File: config.mk
export PLATFORM = sky130hd
export DESIGN_NAME = div_32_seq_flat
export DESIGN_NICKNAME = d
export VERILOG_FILES = /design/src/rtl/div_pkg.sv /design/src/rtl/div_32_seq_if.sv /design/src/rtl/div_step.sv /design/src/rtl/div_32_seq.sv /design/src/flat_wrapper.sv
export SDC_FILE = /design/constraint.sdc
export NUM_CORES = 1
export LEC_CHECK = 0
export ABC_AREA = 1
export BUFFER_PORTS_ARGS = -buffer_cell sky130_fd_sc_hd__buf_2
export CORE_ASPECT_RATIO = 0.6
export CORE_UTILIZATION = 45
export DETAILED_ROUTE_END_ITERATION = 10
export SKIP_CTS_REPAIR_TIMING = 1
export SLEW_MARGIN = 40
export SYNTH_ARGS = -nofsm -noshare
export SYNTH_HDL_FRONTEND = slang
export SYNTH_HIERARCHICAL = 1
export SYNTH_SLANG_ARGS = --single-unit
File: constraint.sdc
create_clock -name clock -period 6.74 [get_ports clock]
set_input_delay 1.348 -clock clock [delete_from_list [all_inputs] [get_ports clock]]
set_output_delay 1.348 -clock clock [all_outputs]
set_load 0.02 [all_outputs]
File: src/rtl/div_pkg.sv
// Shared definitions for the sequential divider: FSM states, default width,
// counter width and the most-negative operand value.
package div_pkg;

  localparam int unsigned DIV_WIDTH = 32;
  localparam int unsigned DIV_CNT_W = $clog2(DIV_WIDTH);
  localparam logic [DIV_WIDTH-1:0] DIV_INT_MIN = {1'b1, {(DIV_WIDTH-1){1'b0}}};

  typedef enum logic [1:0] {
    ST_IDLE,
    ST_BUSY,
    ST_FIX,
    ST_DONE
  } div_state_e;

endpackage

File: src/rtl/div_32_seq_if.sv
// Start/operand/result bundle for div_32_seq. data_remainder exists only when
// DIV_REMAINDER_OUT_EN is defined.
interface div_32_seq_if
  import div_pkg::*;
#(
  parameter int unsigned WIDTH = DIV_WIDTH
);

  logic             ctrl_div;
  logic [WIDTH-1:0] data_operandA;
  logic [WIDTH-1:0] data_operandB;
  logic [WIDTH-1:0] data_result;
  logic             data_exception;
  logic             data_resultRDY;
`ifdef DIV_REMAINDER_OUT_EN
  logic [WIDTH-1:0] data_remainder;

  modport master (
    output ctrl_div, data_operandA, data_operandB,
    input  data_result, data_exception, data_resultRDY, data_remainder
  );

  modport slave (
    input  ctrl_div, data_operandA, data_operandB,
    output data_result, data_exception, data_resultRDY, data_remainder
  );
`else
  modport master (
    output ctrl_div, data_operandA, data_operandB,
    input  data_result, data_exception, data_resultRDY
  );

  modport slave (
    input  ctrl_div, data_operandA, data_operandB,
    output data_result, data_exception, data_resultRDY
  );
`endif

endinterface

File: src/rtl/div_step.sv
// One restoring-division iteration: shift in the next dividend bit and
// conditionally subtract the divisor using a WIDTH+1 bit subtract.
module div_step
  import div_pkg::*;
#(
  parameter int unsigned WIDTH = DIV_WIDTH
) (
  input  logic [WIDTH-1:0] rem_i,
  input  logic             dvd_bit_i,
  input  logic [WIDTH-1:0] dsr_i,
  output logic [WIDTH-1:0] rem_o,
  output logic             q_o
);

  logic [WIDTH-1:0] shifted;
  logic [WIDTH:0]   diff;

  always_comb begin
    shifted = {rem_i[WIDTH-2:0], dvd_bit_i};
    diff    = {1'b0, shifted} - {1'b0, dsr_i};
    // A set MSB shifted out of rem means the true partial remainder exceeds 2^WIDTH.
    q_o     = rem_i[WIDTH-1] | ~diff[WIDTH];
    rem_o   = q_o ? diff[WIDTH-1:0] : shifted;
  end

endmodule

File: src/rtl/div_32_seq.sv
// Iterative restoring divider, one quotient bit per clock, signed or unsigned.
// Define DIV_REMAINDER_OUT_EN to expose the registered remainder.
module div_32_seq
  import div_pkg::*;
#(
  parameter int unsigned WIDTH  = DIV_WIDTH,
  parameter bit          SIGNED = 1'b1
) (
  input  logic       clock,
  input  logic       reset,
  div_32_seq_if.slave bus
);

  localparam int unsigned      CNT_W   = $clog2(WIDTH);
  localparam logic [CNT_W-1:0] LAST    = CNT_W'(WIDTH - 1);
  localparam logic [CNT_W-1:0] CNT_ONE = CNT_W'(1);
  localparam logic [WIDTH-1:0] ONE     = WIDTH'(1);
  localparam logic [WIDTH-1:0] INT_MIN = {1'b1, {(WIDTH-1){1'b0}}};

  div_state_e       state_q, state_d;
  logic [CNT_W-1:0] count_q, count_d;
  logic [WIDTH-1:0] dvd_q, dvd_d;
  logic [WIDTH-1:0] rem_q, rem_d;
  logic [WIDTH-1:0] dsr_q, dsr_d;
  logic [WIDTH-1:0] result_q, result_d;
  logic             sign_a_q, sign_a_d, sign_b_q, sign_b_d;
  logic             exc_q, exc_d, rdy_q, rdy_d;
`ifdef DIV_REMAINDER_OUT_EN
  logic [WIDTH-1:0] rem_out_q, rem_out_d;
`endif

  logic [WIDTH-1:0] abs_a, abs_b, step_rem;
  logic             neg_a, neg_b, step_q;

  div_step #(.WIDTH(WIDTH)) u_step (
    .rem_i     (rem_q),
    .dvd_bit_i (dvd_q[WIDTH-1]),
    .dsr_i     (dsr_q),
    .rem_o     (step_rem),
    .q_o       (step_q)
  );

  always_comb begin
    state_d  = state_q;
    count_d  = count_q;
    dvd_d    = dvd_q;
    rem_d    = rem_q;
    dsr_d    = dsr_q;
    result_d = result_q;
    sign_a_d = sign_a_q;
    sign_b_d = sign_b_q;
    exc_d    = exc_q;
    rdy_d    = 1'b0;
`ifdef DIV_REMAINDER_OUT_EN
    rem_out_d = rem_out_q;
`endif
    neg_a = SIGNED && bus.data_operandA[WIDTH-1];
    neg_b = SIGNED && bus.data_operandB[WIDTH-1];
    abs_a = neg_a ? ~bus.data_operandA + ONE : bus.data_operandA;
    abs_b = neg_b ? ~bus.data_operandB + ONE : bus.data_operandB;

    // A start in any state wins: it aborts whatever was in flight.
    if (bus.ctrl_div) begin
      if (bus.data_operandB == '0) begin
        result_d = '0;
        exc_d    = 1'b1;
        rdy_d    = 1'b1;
        state_d  = ST_DONE;
`ifdef DIV_REMAINDER_OUT_EN
        rem_out_d = bus.data_operandA;
`endif
      end else if (SIGNED && bus.data_operandA == INT_MIN && bus.data_operandB == '1) begin
        result_d = INT_MIN;
        exc_d    = 1'b1;
        rdy_d    = 1'b1;
        state_d  = ST_DONE;
`ifdef DIV_REMAINDER_OUT_EN
        rem_out_d = '0;
`endif
      end else begin
        dvd_d    = abs_a;
        dsr_d    = abs_b;
        rem_d    = '0;
        sign_a_d = neg_a;
        sign_b_d = neg_b;
        count_d  = '0;
        state_d  = ST_BUSY;
      end
    end else begin
      case (state_q)
        ST_BUSY: begin
          rem_d   = step_rem;
          dvd_d   = {dvd_q[WIDTH-2:0], step_q};
          count_d = count_q + CNT_ONE;
          if (count_q == LAST) state_d = ST_FIX;
        end
        ST_FIX: begin
          result_d = (sign_a_q ^ sign_b_q) ? ~dvd_q + ONE : dvd_q;
          exc_d    = 1'b0;
          rdy_d    = 1'b1;
          state_d  = ST_DONE;
`ifdef DIV_REMAINDER_OUT_EN
          rem_out_d = sign_a_q ? ~rem_q + ONE : rem_q;
`endif
        end
        ST_DONE: state_d = ST_IDLE;
        default: state_d = state_q;
      endcase
    end
  end

  always_ff @(posedge clock or posedge reset) begin
    if (reset) begin
      state_q  <= ST_IDLE;
      count_q  <= '0;
      dvd_q    <= '0;
      rem_q    <= '0;
      dsr_q    <= '0;
      result_q <= '0;
      sign_a_q <= 1'b0;
      sign_b_q <= 1'b0;
      exc_q    <= 1'b0;
      rdy_q    <= 1'b0;
`ifdef DIV_REMAINDER_OUT_EN
      rem_out_q <= '0;
`endif
    end else begin
      state_q  <= state_d;
      count_q  <= count_d;
      dvd_q    <= dvd_d;
      rem_q    <= rem_d;
      dsr_q    <= dsr_d;
      result_q <= result_d;
      sign_a_q <= sign_a_d;
      sign_b_q <= sign_b_d;
      exc_q    <= exc_d;
      rdy_q    <= rdy_d;
`ifdef DIV_REMAINDER_OUT_EN
      rem_out_q <= rem_out_d;
`endif
    end
  end

  assign bus.data_result    = result_q;
  assign bus.data_exception = exc_q;
  assign bus.data_resultRDY = rdy_q;
`ifdef DIV_REMAINDER_OUT_EN
  assign bus.data_remainder = rem_out_q;
`endif

endmodule

File: src/flat_wrapper.sv
// flat-port wrapper written by rule: the top's interface ports become plain ports
module div_32_seq_flat import div_pkg::*;
#(
  parameter int unsigned WIDTH  = DIV_WIDTH,
  parameter bit          SIGNED = 1'b1
)
  (clock, reset, bus_ctrl_div, bus_data_operandA, bus_data_operandB, bus_data_result, bus_data_exception, bus_data_resultRDY);
  div_32_seq_if #(.WIDTH(WIDTH)) bus_i ();
  input  logic clock;
  input  logic reset;
  input wire logic [$bits(bus_i.ctrl_div)-1:0] bus_ctrl_div;
  input wire logic [$bits(bus_i.data_operandA)-1:0] bus_data_operandA;
  input wire logic [$bits(bus_i.data_operandB)-1:0] bus_data_operandB;
  output wire logic [$bits(bus_i.data_result)-1:0] bus_data_result;
  output wire logic [$bits(bus_i.data_exception)-1:0] bus_data_exception;
  output wire logic [$bits(bus_i.data_resultRDY)-1:0] bus_data_resultRDY;
  assign bus_i.ctrl_div = bus_ctrl_div;
  assign bus_i.data_operandA = bus_data_operandA;
  assign bus_i.data_operandB = bus_data_operandB;
  assign bus_data_result = bus_i.data_result;
  assign bus_data_exception = bus_i.data_exception;
  assign bus_data_resultRDY = bus_i.data_resultRDY;
  div_32_seq #(.WIDTH(WIDTH), .SIGNED(SIGNED)) u_core (.clock(clock), .reset(reset), .bus(bus_i));
endmodule
==> results_dict.tcl <==
set metrics [dict create \
    status "finished clean" \
    route.vias.total 12800 \
    synth_common_cells "nand2_1, nand3_1, inv_1" \
    p_int_mw 1.87 \
    leakage_nw 7.31 \
    pre_cts_ws_ns 2.54 \
    yosys_register_bits 139 \
    antenna_found_initial 0 \
    timing.fmax_ghz 0.263 \
    dr.pass1.iters 6 \
    crit_family "simple AND/OR/NAND/NOR gates" \
    critPathArrivalTime_ns 4.11 \
    switching_share_pct 43.3 \
    ys_seq_area_share_pct 28.9 \
    crit_required_ns 7.05 \
    grt_usage_pct 30.1 \
    slowest_delay_ns 0.61 \
    cts_tree "yes" \
    post_drt_wl_per_cell_um 16.7 \
    cts_max_level 4 \
    finalSetupViolations 0 \
    synthesis.nets 2106 \
    io_pins 101 \
    hp-class "register to register" \
    final-hold-violation-count 0 \
    relSlewSlack_pct 45.5 \
    worstSkewPairLatency_ns 0.43 \
    r2r_slack_ns 3.39 \
    row_count 45 \
    portBuffers 100 \
    globalplace.congestion 0.959 \
    max_cap_violations 0 \
    slowest_stage "buf_4" \
    grt_pass1_wl_mm 62.6 \
    fin_skew_ns 0.0104 \
    rsz0062_at_grt "false" \
    drcViolationCount 0 \
    syn_area_per_cell_um2 6.03 \
    grt_max_degree 96 \
    coreArea_um2 25800 \
    synth_area_leader_cell "dfrtp_1" \
    numCtsBuffers 17 \
    nets 2164 \
    syn_inst 1996 \
    viasPerCell 5.29 \
    met2_length_mm 12.8 \
    die_area_um2 27400 \
    wl_met1_mm 23.0 \
    timing.final.ws_setup_ns 2.94 \
    crit_buf_inv 4 \
    synth_most_common_cell "nand2_1" \
    start_kind "input port" \
    power_mw 3.30 \
    top_layer_used "met4" \
    diodes 0 \
    ctsLongestPathBuffers 2 \
    ys_types 38 \
    p_clk_share_pct 29.0 \
    dr.first_iter.drc_count 1582 \
    ys_top_cells_by_area "dfrtp_1, nand2_1, nand3_1" \
    min_period_ns 3.80 \
    tns_ns 0 \
    overflow 0 \
    dp_hpwl_mm 31.2 \
    netlist_area_um2 12000 \
    vdd_drop_max_v 0.000177 \
    yosys_warnings 6 \
    seqPwrFrac_pct 35.0 \
    dr_wl_met3_mm 4.53 \
    p_switching_mw 1.43 \
    wl_mm 40.5 \
    netlist.area_leader.share_pct 28.9 \
    fin_crit_sh_pct 56.5 \
    async_flop_share_pct 100 \
    slew_viol_final 0 \
    drive_gt1_share_pct 8.66 \
    synth_top_flop_cell "dfrtp_1" \
    ant_nets 0 \
    cts_root_buf "clkbuf_16" \
    crit_type "input port to register" \
    start_util_pct 46.7 \
    tightest_slew_ns 0.815 \
    first_global_vias 11000 \
    end_kind "register" \
    crit_fanout 58 \
    dieWidth_um 213 \
    synth_edf_count 0 \
    pwr-share-comb_pct 36.0 \
    p_per_area_nw_per_um2 248 \
    syn_to_final_growth_pct 10.4 \
    die_h_um 129 \
    fillCellCount 2754 \
    crit_chain "buf_2, inv_1, ha_1, nand2_2, nor2_4, nand2_2, nor2_2, nand2_1, nand2_4, buf_4, inv_2, nand3_1, nand2_1" \
    cts_num_sinks 139 \
    clk_pin_slew_worst_paths_ns 0.06 \
]
-- per-layer routing --
metal	GRT usage [%]	vias up
met1	54.0	5835
met3	9.13	11
met4	3.61	0
met2	32.2	543
met5	0	-
li1	-	6403
-- registers in the layout, summed over array words and instances, names as in the netlist --
register                   cells
u_core/bus.data_result        32
u_core/bus.data_resultRDY      1
u_core/sign_b_q                1
u_core/state_q                 2
u_core/dsr_q                  32
u_core/bus.data_exception      1
u_core/sign_a_q                1
u_core/rem_q                  32
u_core/count_q                 5
u_core/dvd_q                  32
-- cell type report --
type | count | area (µm²) | area share (%)
multi-input cells | 1498 | 7130 | 53.6
clock buffers | 18 | 439 | 3.30
flip-flops and latches | 139 | 3480 | 26.2
repair buffers | 106 | 551 | 4.14
well taps | 352 | 440 | 3.31
inverters | 292 | 1100 | 8.28
clock inverters | 14 | 156 | 1.18
-- power groups by stage --
stage	Clock [mW]	Sequential, mW	Combinational (mW)
finish	0.957	1.15	1.19
global route	1.01	1.17	1.32
CTS	0.976	1.14	1.15
detailed placement	0	1.16	1.15
global placement	0	1.16	1.13
floorplan	0	1.20	0.716
-- path summary, 6_finish.rpt --
| path | start | endpoint | cells after the start |
|---|---|---|---|
| worst max-delay path | bus_data_operandA[0] | u_core/dsr_q[22] | 13 |
| worst min-delay path | u_core/bus.data_result[22] | u_core/bus.data_result[22] | 2 |
| worst max register to register | u_core/dvd_q[31] | u_core/rem_q[20] | 15 |
| worst min register to register | u_core/bus.data_result[22] | u_core/bus.data_result[22] | 2 |
| max in group asynchronous | reset | u_core/dsr_q[11] | 3 |
| min in group asynchronous | reset | u_core/bus.data_result[23] | 2 |
-- cells by family after synthesis --
family	synth area share [%]
AOI/OAI and AO/OA	7.73
adders and majority gates	4.53
and+or+nand+nor	43.7
DFF	28.9
buffers and inverters	12.2
xor gates and xnor gates	2.98
-- metrics by stage --
stage | hold slack, ns | utilization (%) | std cells | instance area (µm²)
after floorplan | 0.449 | - | 1996 | 12000
after global placement | 0.466 | 49.1 | 2386 | 12700
after detailed placement | 0.472 | 49.2 | 2386 | 12700
after CTS | 0.487 | 51.5 | 2418 | 13300
after global routing | 0.497 | 51.6 | 2419 | 13300
final | 0.483 | 51.6 | 2419 | 13300
-- cells in the final DEF (no fill, tap or decap), types with 5 or more instances in the layout --
cell type  instances
o211ai_1           6
ha_1              41
xor2_1            37
nand3_2           10
or2_2              6
clkbuf_16         17
dfrtp_1          139
inv_2              6
nor2_1           184
nand3b_1           6
nor3_1             8
inv_1            285
o21ai_1           53
buf_2            101
a21oi_1           33
o21ai_0           79
nand2_1          683
nand3_1          290
and2_1             5
nand4_1           25
-- worst reg2reg max path, delay by kind of cell (launching register included) --
family	cells	cell delay, ns
and+or+nand+nor	11	1.96
buffers and inverters	2	0.28
adders and majority gates	2	0.61
DFF	1	0.38
Power figures use the tool's default switching activity.
